==> config.mk <==
export PLATFORM = sky130hd
export DESIGN_NAME = dla_axi_rd_burst_splitter
export DESIGN_NICKNAME = d
export VERILOG_FILES = /design/src/rtl/dla_axi_rd_burst_splitter.sv
export SDC_FILE = /design/constraint.sdc
export NUM_CORES = 1
export LEC_CHECK = 0
export ABC_CLOCK_PERIOD_IN_PS = 17550
export BUFFER_PORTS_ARGS = -buffer_cell sky130_fd_sc_hd__buf_4
export CAP_MARGIN = 20
export CELL_PAD_IN_SITES_DETAIL_PLACEMENT = 1
export CELL_PAD_IN_SITES_GLOBAL_PLACEMENT = 1
export CORE_ASPECT_RATIO = 0.7
export CORE_MARGIN = 2
export CORE_UTILIZATION = 47
export CTS_BUF_LIST = sky130_fd_sc_hd__clkbuf_16
export DETAILED_ROUTE_END_ITERATION = 16
export GPL_TIMING_DRIVEN = 0
export PLACE_DENSITY = 0.85
export SYNTH_ARGS = -nofsm -noshare
export SYNTH_HDL_FRONTEND = slang
export SYNTH_SLANG_ARGS = --single-unit
==> constraint.sdc <==
create_clock -name clk -period 17.55 [get_ports clk]
set_input_delay 0.8775 -clock clk [delete_from_list [all_inputs] [get_ports clk]]
set_output_delay 0.8775 -clock clk [all_outputs]
set_load 0.005 [all_outputs]
==> src/rtl/dla_axi_rd_burst_splitter.sv <==
// dla_axi_rd_burst_splitter
// Splits a DMA read request (start address + beat count) into AXI4 INCR
// read-address bursts. Each burst is clipped to MAX_BURST_BEATS and never
// crosses a 4 KB page. All outputs are registered.
//
// Internally r_cur/r_rem hold the address and beat count *after* the burst
// currently presented on AR. The next burst is therefore computed straight
// from registers, which keeps the critical path to the clip logic alone.

module dla_axi_rd_burst_splitter #(
    parameter int ADDR_WIDTH      = 32,
    parameter int DATA_WIDTH      = 512,
    parameter int REQ_BEATS_WIDTH = 24,
    parameter int MAX_BURST_BEATS = 16
) (
    input  logic                       clk,
    input  logic                       i_sclr,
    input  logic                       i_req_valid,
    output logic                       o_req_ready,
    input  logic [ADDR_WIDTH-1:0]      i_req_addr,
    input  logic [REQ_BEATS_WIDTH-1:0] i_req_beats,
    output logic                       o_ar_valid,
    input  logic                       i_ar_ready,
    output logic [ADDR_WIDTH-1:0]      o_ar_addr,
    output logic [7:0]                 o_ar_len,
    output logic [2:0]                 o_ar_size,
    output logic [1:0]                 o_ar_burst,
    output logic                       o_ar_last
);

    localparam int BYTES_PER_BEAT = DATA_WIDTH / 8;
    localparam int SIZE_LOG2      = $clog2(BYTES_PER_BEAT);
    // Wide enough to compare the request count, the page limit (<= 4096)
    // and the burst limit (<= 256) without truncation.
    localparam int CNT_W          = (REQ_BEATS_WIDTH > 13) ? REQ_BEATS_WIDTH : 13;
    localparam logic [ADDR_WIDTH-1:0] ALIGN_MASK = ADDR_WIDTH'(BYTES_PER_BEAT - 1);

    if ((MAX_BURST_BEATS < 1) || (MAX_BURST_BEATS > 256)) begin : g_bad_max_burst
        $error("MAX_BURST_BEATS must be in 1..256");
    end
    if ((DATA_WIDTH < 8) || (DATA_WIDTH > 1024) || ((DATA_WIDTH & (DATA_WIDTH - 1)) != 0)) begin : g_bad_data_width
        $error("DATA_WIDTH must be a power of two in 8..1024");
    end
    if (ADDR_WIDTH < 13) begin : g_bad_addr_width
        $error("ADDR_WIDTH must be at least 13 to express a 4 KB page");
    end

    typedef enum logic [0:0] {
        S_IDLE  = 1'b0,
        S_ISSUE = 1'b1
    } state_t;

    state_t                     r_state;
    state_t                     w_state_nxt;

    logic                       r_req_ready;
    logic                       r_ar_valid;
    logic [ADDR_WIDTH-1:0]      r_ar_addr;
    logic [7:0]                 r_ar_len;
    logic                       r_ar_last;
    logic [ADDR_WIDTH-1:0]      r_cur;
    logic [REQ_BEATS_WIDTH-1:0] r_rem;

    logic                       w_req_ready_nxt;
    logic                       w_ar_valid_nxt;
    logic [ADDR_WIDTH-1:0]      w_ar_addr_nxt;
    logic [7:0]                 w_ar_len_nxt;
    logic                       w_ar_last_nxt;
    logic [ADDR_WIDTH-1:0]      w_cur_nxt;
    logic [REQ_BEATS_WIDTH-1:0] w_rem_nxt;

    logic                       w_req_hs;
    logic                       w_ar_hs;
    logic [ADDR_WIDTH-1:0]      w_src_addr;
    logic [REQ_BEATS_WIDTH-1:0] w_src_rem;
    logic [12:0]                w_to4k;
    logic [8:0]                 w_beats;
    logic [7:0]                 w_len;
    logic                       w_last;
    logic [ADDR_WIDTH-1:0]      w_after_addr;
    logic [REQ_BEATS_WIDTH-1:0] w_after_rem;

    // Clip a burst to the smallest of: beats remaining, burst limit, beats left in the page.
    function automatic logic [8:0] f_clip_beats(input logic [REQ_BEATS_WIDTH-1:0] rem,
                                                input logic [12:0]                to4k);
        logic [CNT_W-1:0] b;
        logic [CNT_W-1:0] lim;
        logic [CNT_W-1:0] pg;
        b   = CNT_W'(rem);
        lim = CNT_W'(MAX_BURST_BEATS);
        pg  = CNT_W'(to4k);
        if (lim < b) b = lim;
        if (pg < b)  b = pg;
        return 9'(b);
    endfunction

    assign w_req_hs = i_req_valid & r_req_ready;
    assign w_ar_hs  = r_ar_valid & i_ar_ready;

    // Burst source: the new request while idle, otherwise the post-burst cursor.
    assign w_src_addr   = (r_state == S_IDLE) ? (i_req_addr & ~ALIGN_MASK) : r_cur;
    assign w_src_rem    = (r_state == S_IDLE) ? i_req_beats : r_rem;

    assign w_to4k       = (13'h1000 - {1'b0, w_src_addr[11:0]}) >> SIZE_LOG2;
    assign w_beats      = f_clip_beats(w_src_rem, w_to4k);
    assign w_len        = 8'(w_beats - 9'd1);
    assign w_last       = (CNT_W'(w_beats) == CNT_W'(w_src_rem));
    assign w_after_addr = w_src_addr + (ADDR_WIDTH'(w_beats) << SIZE_LOG2);
    assign w_after_rem  = w_src_rem - REQ_BEATS_WIDTH'(w_beats);

    // Next-state and next-output logic; everything holds unless a handshake moves it.
    always_comb begin
        w_state_nxt     = r_state;
        w_req_ready_nxt = r_req_ready;
        w_ar_valid_nxt  = r_ar_valid;
        w_ar_addr_nxt   = r_ar_addr;
        w_ar_len_nxt    = r_ar_len;
        w_ar_last_nxt   = r_ar_last;
        w_cur_nxt       = r_cur;
        w_rem_nxt       = r_rem;

        case (r_state)
            S_IDLE: begin
                w_req_ready_nxt = 1'b1;
                if (w_req_hs && (i_req_beats != '0)) begin
                    w_state_nxt     = S_ISSUE;
                    w_req_ready_nxt = 1'b0;
                    w_ar_valid_nxt  = 1'b1;
                    w_ar_addr_nxt   = w_src_addr;
                    w_ar_len_nxt    = w_len;
                    w_ar_last_nxt   = w_last;
                    w_cur_nxt       = w_after_addr;
                    w_rem_nxt       = w_after_rem;
                end
            end
            S_ISSUE: begin
                if (w_ar_hs) begin
                    if (r_ar_last) begin
                        w_state_nxt     = S_IDLE;
                        w_ar_valid_nxt  = 1'b0;
                        w_req_ready_nxt = 1'b1;
                    end else begin
                        w_ar_addr_nxt   = w_src_addr;
                        w_ar_len_nxt    = w_len;
                        w_ar_last_nxt   = w_last;
                        w_cur_nxt       = w_after_addr;
                        w_rem_nxt       = w_after_rem;
                    end
                end
            end
            default: begin
                w_state_nxt = S_IDLE;
            end
        endcase
    end

    // State register.
    always_ff @(posedge clk) begin
        if (i_sclr) begin
            r_state <= S_IDLE;
        end else begin
            r_state <= w_state_nxt;
        end
    end

    // Registered request-ready and AR channel outputs.
    always_ff @(posedge clk) begin
        if (i_sclr) begin
            r_req_ready <= 1'b0;
            r_ar_valid  <= 1'b0;
            r_ar_addr   <= '0;
            r_ar_len    <= '0;
            r_ar_last   <= 1'b0;
        end else begin
            r_req_ready <= w_req_ready_nxt;
            r_ar_valid  <= w_ar_valid_nxt;
            r_ar_addr   <= w_ar_addr_nxt;
            r_ar_len    <= w_ar_len_nxt;
            r_ar_last   <= w_ar_last_nxt;
        end
    end

    // Post-burst cursor; always reloaded from the request before it is read.
    always_ff @(posedge clk) begin
        r_cur <= w_cur_nxt;
        r_rem <= w_rem_nxt;
    end

    assign o_req_ready = r_req_ready;
    assign o_ar_valid  = r_ar_valid;
    assign o_ar_addr   = r_ar_addr;
    assign o_ar_len    = r_ar_len;
    assign o_ar_last   = r_ar_last;
    assign o_ar_size   = 3'(SIZE_LOG2);
    assign o_ar_burst  = 2'b01;

endmodule

==> results of run 1 <==
==> metrics by stage <==
| stage | total power [W] | area [sq um] | util (%) | hold slack, ps | worst slack [ps] |
|---|---|---|---|---|---|
| floorplan | 0.000451 | 6380 | - | 448 | 10840 |
| CTS | 0.000734 | 7620 | 57.8 | 474 | 9420 |
| global placement | 0.000520 | 7330 | 55.6 | 448 | 9380 |
| finish | 0.000736 | 7620 | 57.8 | 470 | 9110 |
| global route | 0.000766 | 7620 | 57.8 | 484 | 8780 |
| detailed placement | 0.000532 | 7330 | 55.6 | 453 | 9150 |
==> Yosys cell counts, drive strengths merged, types with 19 or more instances <==
master / instances / area [sq um]
dfxtp: 44 / 881
nand2: 60 / 225
edfxtp: 56 / 1680
a211oi: 27 / 220
nand3: 20 / 100
nor3: 23 / 115
buf: 19 / 108
mux2i: 39 / 390
a21oi: 41 / 209
nor2: 61 / 231
xor2: 19 / 166
xnor2: 37 / 324
==> flip-flops by register name, summed over array words and instances, names as in the netlist <==
register,cells
r_rem,24
o_ar_len,8
o_ar_addr,32
r_state,1
o_ar_valid,1
o_req_ready,1
r_cur,32
o_ar_last,1
==> metal layers <==
layer / share of wire (%) / track usage (%) / vias to the layer above
li1: - / - / 2681
met1: 46 / 40.8 / 2942
met2: 46 / 48.0 / 211
met3: 6.0 / 5.44 / 38
met4: 1.7 / 8.45 / 0
met5: 0 / 0 / -
==> power groups by stage <==
stage	registers, W	logic, W	clock network, W
floorplan	0.000304	0.000147	0
global placement	0.000308	0.000212	0
detailed placement	0.000309	0.000223	0
CTS	0.000304	0.000226	0.000204
global route	0.000307	0.000248	0.000211
finish	0.000304	0.000229	0.000203
==> worst max-delay path by stage <==
stage | to | slack, ps | start
detailed placement | r_cur[30] | 9150 | i_req_beats[11]
global placement | r_cur[30] | 9380 | i_req_beats[11]
floorplan | r_cur[30] | 10840 | i_req_beats[11]
finish | r_cur[30] | 9110 | i_req_beats[11]
CTS | r_cur[30] | 9420 | i_req_beats[11]
global route | r_cur[30] | 8780 | i_req_beats[11]
==> cells by family (layout without fill, tap and decap cells) <==
logic type / after synthesis / in the layout / synth area share [%]
AO/OA/AOI/OAI: 148 / 148 / 17.1
XOR/XNOR: 56 / 56 / 7.72
adder cells (fa/ha/maj): 20 / 20 / 4.02
buffers and inverters: 51 / 162 / 3.60
flip-flops: 100 / 100 / 40.3
multiplexers: 55 / 55 / 8.98
other: 2 / 11 / 0.118
AND/OR/NAND/NOR: 233 / 233 / 18.1
==> cell type report <==
class | instances | share of cell area, %
Clock buffer | 9 | 2.95
Tap cell | 185 | 3.04
Multi-Input combinational cell | 523 | 47.1
Sequential cell | 100 | 33.6
Timing Repair Buffer | 95 | 9.35
Buffer | 35 | 2.26
Clock inverter | 7 | 0.870
Inverter | 16 | 0.788
==> critical path, stage by stage <==
cell,delay [ps]
buf_4,120
or4_1,530
a222oi_1,660
nand4b_1,420
a21oi_1,630
nand2_1,130
ha_1,310
a211oi_1,210
nand3_1,190
o41ai_2,460
buf_2,300
nand2_1,230
a31oi_1,580
inv_1,180
ha_1,260
fa_1,430
a21o_1,230
a21oi_1,280
o21bai_1,120
nor2_1,180
o31ai_4,90
a31o_2,300
a21oi_2,250
or2_1,140
buf_2,190
nor3_1,80
xnor2_1,150
==> reports/metrics.csv, run 1 <==
stage,metric,value,unit
synth,cell count after synthesis,665,
hold_path,Hold Path Class,flip-flop to flip-flop,
run_status,outcome,"finished, final reports clean",
cells_and_area,"most common cell after layout, fill and taps aside",buf_4,
detailed_routing,detailed-route via count,5872,
floorplan,Die Span Y,101,um
clock_network,CTS resizes,0,
placed_design,Port Buffer Count,95,
power_and_ir_drop,static leakage,2.82,nW
hold_path,Worst Min Path Start,o_ar_addr[1],
floorplan,Ports,108,
detailed_routing,Post-DRT Antenna Nets,0,
sta,TNS Setup,0,ps
cells_and_area,ant diodes,0,
synth,"FFs w/ async S/R, synth",0,%
detailed_routing,WL/cell,21.6,um
clock_network,clk slew on worst S/H paths,80,ps
detailed_routing,Via density,6.05,
clock_network,Root Buffer,clkbuf_16,
synth,Post-synth EDFFs,56,
synth,ys flop type,edfxtp_1,
power_and_ir_drop,clock network fraction of total power,27.5,%
setup_path,Reg-to-Reg Start,r_rem[11],
global_routing,gr ovfl total,0,
detailed_routing,Total Wirelength,21000,um
power_and_ir_drop,NetSw,0.000258,W
setup_path,worst r2r path cells,26,
sta,fmax,118,MHz
clock_network,cts bufs inserted,9,
setup_path,CP required,17650,ps
cells_and_area,Layout fillers,1528,
global_routing,largest net degree at the start of global routing,66,
setup_path,Setup CP Type,input pin to flip-flop,
setup_path,CP Data Arrival Time,8540,ps
setup_path,Crit. End Element,flip-flop,
sta,fin crit share,48.1,%
floorplan,Initial Utilization,48.2,%
floorplan,FP Rows,35,
setup_path,Startpoint Class,input pin,
clock_network,maximum clock insertion buffer count,2,
synth,post-synthesis sequential area ratio,40.3,%
cells_and_area,Layout Cells excl Fill,970,
cells_and_area,"commonest non-fill, non-tap cells in the layout","buf_4 (101), nor2_1 (60), nand2_1 (60)",
synth,mean post-synth cell area,9.55,sq um
sta,unrepaired setup endpoints after global routing,false,
sta,Final Critical Period,8440,ps
detailed_routing,1st-iter DRT viols,453,
placed_design,Placer Congestion,0.920,
global_routing,vias in the first global route,6031,
cells_and_area,Seq. cell area,2560,sq um
cells_and_area,multi-input logic area,3590,sq um
global_routing,initial antenna violation count,0,
floorplan,die footprint,14500,sq um
cells_and_area,area grow syn2layout,20.1,%
cells_and_area,fraction of layout cells with a size suffix above 1,21.0,%
clock_network,H-tree Lvls,3,
synth,Netlist cell types,82,
sta,fin. max-slew vios,0,
cells_and_area,NumNets Final,859,
detailed_routing,First-pass DRT Iterations,5,
synth,synthesized flop and latch total,100,
placed_design,hpwl dp,15600,um
hold_path,end of the worst hold path,o_ar_addr[1],
hold_path,worst hold path depth,2,
synth,Syn Std Cell Area,6350,sq um
setup_path,worst reg2reg path endpoint,r_cur[30],
floorplan,core area,13200,sq um
global_routing,first-pass GRT wire length,33000,um
power_and_ir_drop,PD cells,96.5,nW/um^2
sta,worst slew pin tran,982,ps
power_and_ir_drop,Sw Share,35.0,%
sta,Max-slew headroom,34.5,%
power_and_ir_drop,VDD IR max,0.0622,mV
clock_network,"Clk Latency, worst-skew pair",360,ps
sta,Final Hold Fails,0,
synth,Yosys warnings,0,
setup_path,worst reg-to-reg setup slack,9320,ps
clock_network,CTS tree,built,
detailed_routing,DRC,0,
sta,Layout Skew,7.40,ps
power_and_ir_drop,combinational power share,31.2,%
power_and_ir_drop,Pint,0.000478,W
run,Max-Cap Viols,0,
clock_network,hold-fix buffers at CTS,0,
sta,Finish-stage setup viols,0,
placed_design,Placed Cells,954,
clock_network,postcts setup bufs,0,
setup_path,crit path max fanout,10,
power_and_ir_drop,part of the power in registers,41.3,%
floorplan,Die X,143,um
global_routing,GRT Total Usage,29.6,%
clock_network,clock sinks,100,
No activity file was read; power rests on OpenSTA's default activity.
==> run 2: changes to the inputs <==
--- a/config.mk
+++ b/config.mk
@@ -5,18 +5,18 @@
 export SDC_FILE = /design/constraint.sdc
 export NUM_CORES = 1
 export LEC_CHECK = 0
-export ABC_CLOCK_PERIOD_IN_PS = 17550
+export ABC_CLOCK_PERIOD_IN_PS = 8300
 export BUFFER_PORTS_ARGS = -buffer_cell sky130_fd_sc_hd__buf_4
 export CAP_MARGIN = 20
 export CELL_PAD_IN_SITES_DETAIL_PLACEMENT = 1
 export CELL_PAD_IN_SITES_GLOBAL_PLACEMENT = 1
 export CORE_ASPECT_RATIO = 0.7
 export CORE_MARGIN = 2
-export CORE_UTILIZATION = 47
+export CORE_UTILIZATION = 44
 export CTS_BUF_LIST = sky130_fd_sc_hd__clkbuf_16
 export DETAILED_ROUTE_END_ITERATION = 16
 export GPL_TIMING_DRIVEN = 0
-export PLACE_DENSITY = 0.85
+export PLACE_DENSITY = 0.8
 export SYNTH_ARGS = -nofsm -noshare
 export SYNTH_HDL_FRONTEND = slang
 export SYNTH_SLANG_ARGS = --single-unit
==> constraint.sdc (replaced) <==
create_clock -name clk -period 8.3 [get_ports clk]
set_input_delay 0.415 -clock clk [delete_from_list [all_inputs] [get_ports clk]]
set_output_delay 0.415 -clock clk [all_outputs]
set_load 0.005 [all_outputs]
==> run 2 against run 1 <==
- wire length shrank 0.72%
- global-route usage down 2.5 points
- power increased by 110%
- critical path depth decreased by 1
- worst hold slack got worse by 11 ps
- first-iteration DRC count is 1.5% lower
- combinational power grew 110%
- count of clock-buffer cells in the layout unchanged
- sequential power increased by 110%
- critical endpoint unchanged
- highest routed layer unchanged
==> reports/metrics.csv, run 2 (same netlist as run 1, synthesis figures left out) <==
stage,metric,value,unit
run_status,outcome,"finished, final reports clean",
cells_and_area,Layout Cells excl Fill,975,
clock_network,clock sinks,100,
sta,worst slew pin tran,963,ps
placed_design,Port Buffer Count,95,
detailed_routing,Post-DRT Antenna Nets,0,
setup_path,worst reg-to-reg setup slack,480,ps
setup_path,Crit. End Element,flip-flop,
cells_and_area,"commonest non-fill, non-tap cells in the layout","buf_4 (101), nor2_1 (60), nand2_1 (60)",
clock_network,"Clk Latency, worst-skew pair",350,ps
sta,fin crit share,94.2,%
clock_network,Root Buffer,clkbuf_16,
sta,unrepaired setup endpoints after global routing,false,
detailed_routing,First-pass DRT Iterations,5,
sta,Max-slew headroom,35.8,%
placed_design,Placed Cells,959,
cells_and_area,NumNets Final,859,
clock_network,cts bufs inserted,9,
run,Max-Cap Viols,0,
power_and_ir_drop,clock network fraction of total power,27.1,%
cells_and_area,fraction of layout cells with a size suffix above 1,21.1,%
setup_path,worst reg2reg path endpoint,r_cur[30],
floorplan,die footprint,15400,sq um
floorplan,FP Rows,36,
global_routing,initial antenna violation count,0,
sta,fin. max-slew vios,0,
global_routing,largest net degree at the start of global routing,66,
detailed_routing,Total Wirelength,20800,um
detailed_routing,detailed-route via count,5816,
power_and_ir_drop,static leakage,2.82,nW
floorplan,core area,14000,sq um
hold_path,end of the worst hold path,r_rem[10],
floorplan,Die Span Y,105,um
global_routing,gr ovfl total,0,
sta,Final Critical Period,7820,ps
floorplan,Initial Utilization,45.3,%
clock_network,maximum clock insertion buffer count,2,
sta,fmax,128,MHz
floorplan,Ports,108,
power_and_ir_drop,Pint,0.00101,W
floorplan,Die X,148,um
clock_network,CTS tree,built,
clock_network,clk slew on worst S/H paths,80,ps
placed_design,Placer Congestion,0.911,
cells_and_area,area grow syn2layout,20.1,%
sta,Finish-stage setup viols,0,
detailed_routing,WL/cell,21.4,um
power_and_ir_drop,NetSw,0.000537,W
power_and_ir_drop,"Power, Total",0.00154,W
sta,Layout Skew,7.70,ps
global_routing,GRT Total Usage,27.0,%
power_and_ir_drop,combinational power share,31.3,%
detailed_routing,Via density,5.97,
power_and_ir_drop,VDD IR max,0.124,mV
global_routing,first-pass GRT wire length,33000,um
clock_network,postcts setup bufs,0,
detailed_routing,1st-iter DRT viols,446,
power_and_ir_drop,Sw Share,34.8,%
setup_path,Setup CP Type,flip-flop to flip-flop,
power_and_ir_drop,part of the power in registers,41.6,%
sta,WHS,460,ps
power_and_ir_drop,PD cells,202,nW/um^2
detailed_routing,DRC,0,
placed_design,hpwl dp,15800,um
setup_path,CP required,8400,ps
clock_network,H-tree Lvls,3,
setup_path,crit path max fanout,10,
setup_path,Startpoint Class,flip-flop,
hold_path,Hold Path Class,input pin to flip-flop,
hold_path,worst hold path depth,3,
setup_path,CP Data Arrival Time,7920,ps
sta,Final Hold Fails,0,
cells_and_area,Final Util,54.4,%
cells_and_area,"most common cell after layout, fill and taps aside",buf_4,
global_routing,vias in the first global route,6110,
cells_and_area,ant diodes,0,
setup_path,Reg-to-Reg Start,r_rem[10],
setup_path,worst r2r path cells,26,
hold_path,Worst Min Path Start,i_req_beats[10],
sta,TNS Setup,0,ps
run 2: worst max path at each step:
stage                                from        end  slack [ps]  cells after the start
final                           r_rem[10]  r_cur[30]         480                     26
after global routing            r_rem[10]  r_cur[22]          60                     26
after CTS                       r_rem[10]  r_cur[30]         500                     26
after detailed placement  i_req_beats[11]  r_cur[30]         490                     27
after global placement    i_req_beats[11]  r_cur[30]         520                     27
after floorplan           i_req_beats[11]  r_cur[30]        2050                     26
run 2: metal layers:
layer | vias to the layer above | share of wire (%) | track usage (%)
li1 | 2681 | - | -
met5 | - | 0 | 0
met1 | 2889 | 46 | 38.7
met4 | 0 | 1.9 | 7.69
met3 | 37 | 6.7 | 4.56
met2 | 209 | 45 | 42.1
run 2: through the flow:
| stage | cell area (sq um) | setup WS (ps) |
|---|---|---|
| 2_1_floorplan | 6380 | 2050 |
| 4_1_cts | 7620 | 499 |
| 3_5_place_dp | 7340 | 487 |
| 6_report | 7620 | 478 |
| 3_3_place_gp | 7340 | 524 |
| 5_1_grt | 7620 | 60.5 |
run 2: power groups by stage:
stage	clock, W	sequential, W	combinational, W
floorplan	0	0.000643	0.000311
global placement	0	0.000650	0.000456
detailed placement	0	0.000651	0.000474
CTS	0.000425	0.000641	0.000477
global route	0.000446	0.000648	0.000524
finish	0.000418	0.000642	0.000484
run 2: cell type report:
| type | count | area, sq um |
|---|---|---|
| multi-input combinational | 523 | 3600 |
| inverter | 16 | 60.1 |
| timing repair buffer | 95 | 713 |
| clock buffer | 9 | 225 |
| tap | 190 | 238 |
| buffer | 35 | 173 |
| clock inverter | 7 | 56.3 |
| fill | 1628 | 6380 |
| sequential | 100 | 2560 |
run 2: worst max-delay path: stages, from the launching register on:
cell and delay, ps:
edfxtp_1 420, or4b_1 550, a222oi_1 630, nand4b_1 440, a21oi_2 440, nand2_1 110, ha_1 300, a211oi_1 210
nand3_1 140, o41ai_2 430, buf_2 300, nand2_1 220, a31oi_1 540, inv_1 190, ha_1 270, fa_1 430
a21o_1 210, a21oi_1 270, o21bai_1 130, nor2_1 180, o31ai_4 90, a31o_2 300, a21oi_2 200, or2_1 130
buf_2 200, nor3_1 90, xnor2_1 150
run 2: timing repair:
action / 4_1_cts / 5_1_grt
endpoints found under the hold margin: 0 / 0
hold buffers: 0 / 0
endpoints found under the setup margin: 0 / 6
resized for setup: 0 / 1
